--- config.mk ---
export PLATFORM = sky130hd
export DESIGN_NAME = spm_product_deser
export DESIGN_NICKNAME = d
export VERILOG_FILES = /design/src/rtl/spm_product_deser.sv
export SDC_FILE = /design/constraint.sdc
export NUM_CORES = 1
export LEC_CHECK = 0
export CAP_MARGIN = 25
export CORE_MARGIN = 1.5
export CORE_UTILIZATION = 54
export CTS_CLUSTER_SIZE = 16
export DETAILED_ROUTE_END_ITERATION = 12
export HOLD_SLACK_MARGIN = 0.15
export PLACE_DENSITY = 0.79
export SYNTH_ARGS = -nofsm -noshare
export SYNTH_HDL_FRONTEND = slang
export SYNTH_SLANG_ARGS = --single-unit
--- constraint.sdc ---
create_clock -name clk -period 1.98 [get_ports clk]
set_input_delay 0.396 -clock clk [delete_from_list [all_inputs] [get_ports clk]]
set_output_delay 0.396 -clock clk [all_outputs]
set_load 0.02 [all_outputs]
--- src/rtl/spm_product_deser.sv ---
// spm_product_deser
// Deserialises the SPM product. The sum bit of the last CSA stage is sampled
// LSB first for 2*WIDTH cycles. The assembled word is offered on a valid/ready
// port. A sticky overrun flag records a start that was ignored or a result that
// was dropped.
//
// state | meaning
// ------+-----------------------------------------------------------------
// IDLE  | waiting for start; sum_bit is ignored
// SHIFT | capturing bits 1..2W-1; start is ignored and flagged as overrun
module spm_product_deser #(
    parameter int WIDTH = 32,
    parameter int CNT_W = $clog2(2*WIDTH)
) (
    input  logic               clk,
    input  logic               rst,
    input  logic               start,
    input  logic               sum_bit,
    output logic               p_valid,
    input  logic               p_ready,
    output logic [2*WIDTH-1:0] product,
    output logic               busy,
    output logic               overrun
);

    localparam int PW = 2*WIDTH;
    localparam logic [CNT_W-1:0] LAST_BIT = CNT_W'(PW-1);

    typedef enum logic [0:0] {
        IDLE  = 1'b0,
        SHIFT = 1'b1
    } state_t;

    state_t          state, next_state;
    logic [CNT_W-1:0] cnt, next_cnt;
    logic [PW-1:0]    shreg, next_shreg;
    logic [PW-1:0]    next_product;
    logic             next_p_valid;
    logic             next_overrun;
    logic [PW-1:0]    shift_word;
    logic             complete;
    logic             slot_free;

    // The incoming bit enters at the top, so after 2W shifts bit 0 is at the LSB.
    assign shift_word = {sum_bit, shreg[PW-1:1]};

    // The output slot can take a new word when it is empty or is drained this cycle.
    assign slot_free = !p_valid || p_ready;

    // Next-state logic for the capture FSM, the output slot and the overrun flag.
    always_comb begin
        next_state   = state;
        next_cnt     = cnt;
        next_shreg   = shreg;
        next_product = product;
        next_p_valid = p_valid;
        next_overrun = overrun;
        complete     = 1'b0;

        case (state)
            IDLE: begin
                if (start) begin
                    next_shreg = shift_word;
                    next_cnt   = CNT_W'(1);
                    next_state = SHIFT;
                end
            end
            SHIFT: begin
                next_shreg = shift_word;
                next_cnt   = cnt + CNT_W'(1);
                if (start) begin
                    next_overrun = 1'b1;
                end
                if (cnt == LAST_BIT) begin
                    complete   = 1'b1;
                    next_cnt   = '0;
                    next_state = IDLE;
                end
            end
            default: begin
                next_state = IDLE;
                next_cnt   = '0;
            end
        endcase

        if (complete) begin
            if (slot_free) begin
                next_product = shift_word;
                next_p_valid = 1'b1;
            end else begin
                next_overrun = 1'b1;
            end
        end else if (p_valid && p_ready) begin
            next_p_valid = 1'b0;
        end
    end

    // State register with synchronous active-low reset.
    always_ff @(posedge clk) begin
        if (!rst) begin
            state   <= IDLE;
            cnt     <= '0;
            shreg   <= '0;
            product <= '0;
            p_valid <= 1'b0;
            overrun <= 1'b0;
        end else begin
            state   <= next_state;
            cnt     <= next_cnt;
            shreg   <= next_shreg;
            product <= next_product;
            p_valid <= next_p_valid;
            overrun <= next_overrun;
        end
    end

    // The FSM state is itself a register, so busy comes straight from a flop.
    assign busy = (state == SHIFT);

endmodule

==> run metrics <==
H-tree levels 4; sequential area share after synthesis 52.9%; Worst R2R End product[60]; Worst slew margin 62.3%; final wirelength 10500 um; Hold WC Path Type input port to flop; outcome finished clean; clk slew on worst S/H paths 0.06 ns; min cycle time layout 1.94 ns; Final setup viols 0; Worst setup EP type output pin; total grt overflow 0; most frequent cells in the layout nand2_1, dfxtp_1, clkdlybuf4s50_1; GPL Wtd Cong 0.748; part of the cycle the worst path needs 97.8%; EDFF count, synth 0; highest cell delay on the worst timing path 0.66 ns; port bufs 71; largest net degree at the start of global routing roughly 130; All-Layer GR Usage 21.2%; # fillers 670; HPWL after DPL about 6400 um; synthesis-to-finish area growth 27.2%; WP data arrival 1.54 ns; TNS Setup 0 ns; Hold EP cnt[1]; family with the most delay on the worst path buffers and inverters; Max Freq just over 0.5 GHz; post-CTS setup buffers 0; Setup WS pre-CTS just under 0.06 ns; max cap viols 0; Clk Latency, worst-skew pair ~0.5 ns; Slew @ Worst Pin 0.565 ns; Hold Crit Depth 3; WP data required 1.58 ns; Pins Over Slew Limit 0; CTS Sinks 136; clock skew around 0.0055 ns; Synth cell types 31; reg-to-reg startpoint cnt[0]; initial antenna violation count 0; first-pass GRT wire length around 17000 um; cells after synthesis 600; count of yosys warnings during synthesis 0; async set-reset flop share out of synthesis 0%; core area roughly 9000 um^2; hold buffers post-CTS 0; CTS root buf clkbuf_8; Final ANT Viol Nets 0; Worst VDD drop between 0.6 and 0.7 mV; CTS tree done; CP cell instances clkdlybuf4s50_1; Ports between 70 and 80; Worst Path Max Fanout 4; ant diodes 0; unrepaired setup endpoints after global routing no; Die W 101 um; multi-input logic area 2150 um^2; DRC 0; starting density of the core approximately 56%; endpoints failing hold 0; WL per Instance ~13 um; CTS Buf Count 17; share of layout cells above drive strength 1 under 10%; worst path bufs/invs 1; non-filler cells, final 802; Via density 5.18; leak pwr between 2 and 2.5 nW; Layout Nets 667; vias in the first global route 3869; DR vias between 4000 and 5000; reg-to-reg slack, setup 0.15 ns; Synth Cell Area between 5000 and 6000 um^2; row cnt 35; placed cell count 769; Die Area 10100 um^2; final setup margin 0.0430 ns; Avg Cell Area, Syn 8.59 um^2; DIE HEIGHT 101 um; Reg area 2720 um^2; CP max-delay cell clkdlybuf4s50_1; critical path class flop to output pin; Resized Gates After CTS 0; register bit total from synthesis 136; Register-to-Register Path Depth 6; ys flop type dfxtp_1; Synthesized Nets 606; Max Buffers Root-to-Sink 2; DRT iter0 DRCs 203; pwr dens a little over 900 nW/um^2; router iterations before antenna repair 4; hold_sp rst; most common cell after layout, fill and taps aside nand2_1; Startpoint Class flop
-- routing by layer --
metal	routed length [um]	vias up	global-route usage, %
met5	0	-	0
met4	124	0	6.93
met3	361	14	4.85
met2	5350	92	37.6
met1	4690	1980	25.3
li1	-	2072	-
-- worst max path at each step --
stage / endpoint / cells past startpoint / from
6_report: busy / 1 / busy
2_1_floorplan: product[0] / 6 / cnt[0]
4_1_cts: busy / 1 / busy
3_3_place_gp: product[50] / 5 / p_ready
3_5_place_dp: product[58] / 5 / p_ready
5_1_grt: busy / 1 / busy
-- power breakdown --
part	internal (mW)	switching, mW	total [mW]
combinational	0.0516	0.143	0.195
sequential	2.75	0.00934	2.76
clock	1.97	1.14	3.11
total	4.77	1.29	6.06
-- synth_stat cells (2+ instances only) --
cell / n / area [um^2]
nand2_1: 257 / 965
dfxtp_1: 136 / 2720
a21oi_1: 68 / 340
mux2i_1: 64 / 641
clkbuf_1: 21 / 78.8
buf_1: 9 / 33.8
buf_2: 7 / 35.0
buf_12: 6 / 120
nor2_1: 5 / 18.8
inv_1: 2 / 7.51
nand2b_1: 2 / 12.5
nand3_1: 2 / 10.0
nand4_1: 2 / 12.5
or2_2: 2 / 12.5
-- registers in the layout (all words and copies together) (netlist names) --
name / cells
product: 64
shreg: 63
cnt: 6
busy: 1
overrun: 1
p_valid: 1
-- cell type report --
| class | instances | area share (%) |
|---|---|---|
| repair buffers | 86 | 13.9 |
| multi-input cells | 417 | 32.8 |
| well taps | 129 | 2.46 |
| inverters | 3 | 0.172 |
| flip-flops and latches | 136 | 41.5 |
| clock inverters | 12 | 2.31 |
| clock buffers | 19 | 6.74 |
-- cells by family after synthesis --
kind of cell / synth area share (%)
AO/OA/AOI/OAI: 7.89
adder cells (fa/ha/maj): 0.243
buffers and inverters: 5.64
flip-flops: 52.9
multiplexers: 12.4
AND/OR/NAND/NOR: 20.9
-- per-stage QoR --
stage	hold WS [ns]	power, mW	utilization, %	area, um^2
6_report	0.408	6.06	70.9	6550
5_1_grt	0.426	6.24	70.9	6550
4_1_cts	0.395	6.09	70.4	6510
3_5_place_dp	0.447	3.01	64.0	5920
3_3_place_gp	0.442	3.00	64.0	5920
2_1_floorplan	0.432	2.94	-	5150
-- tightest hold or removal path, stage by stage --
cell	delay, ns
buf_4	0.11
inv_2	0.21
nor2_1	0.16
(Power assumes the default switching activity.)
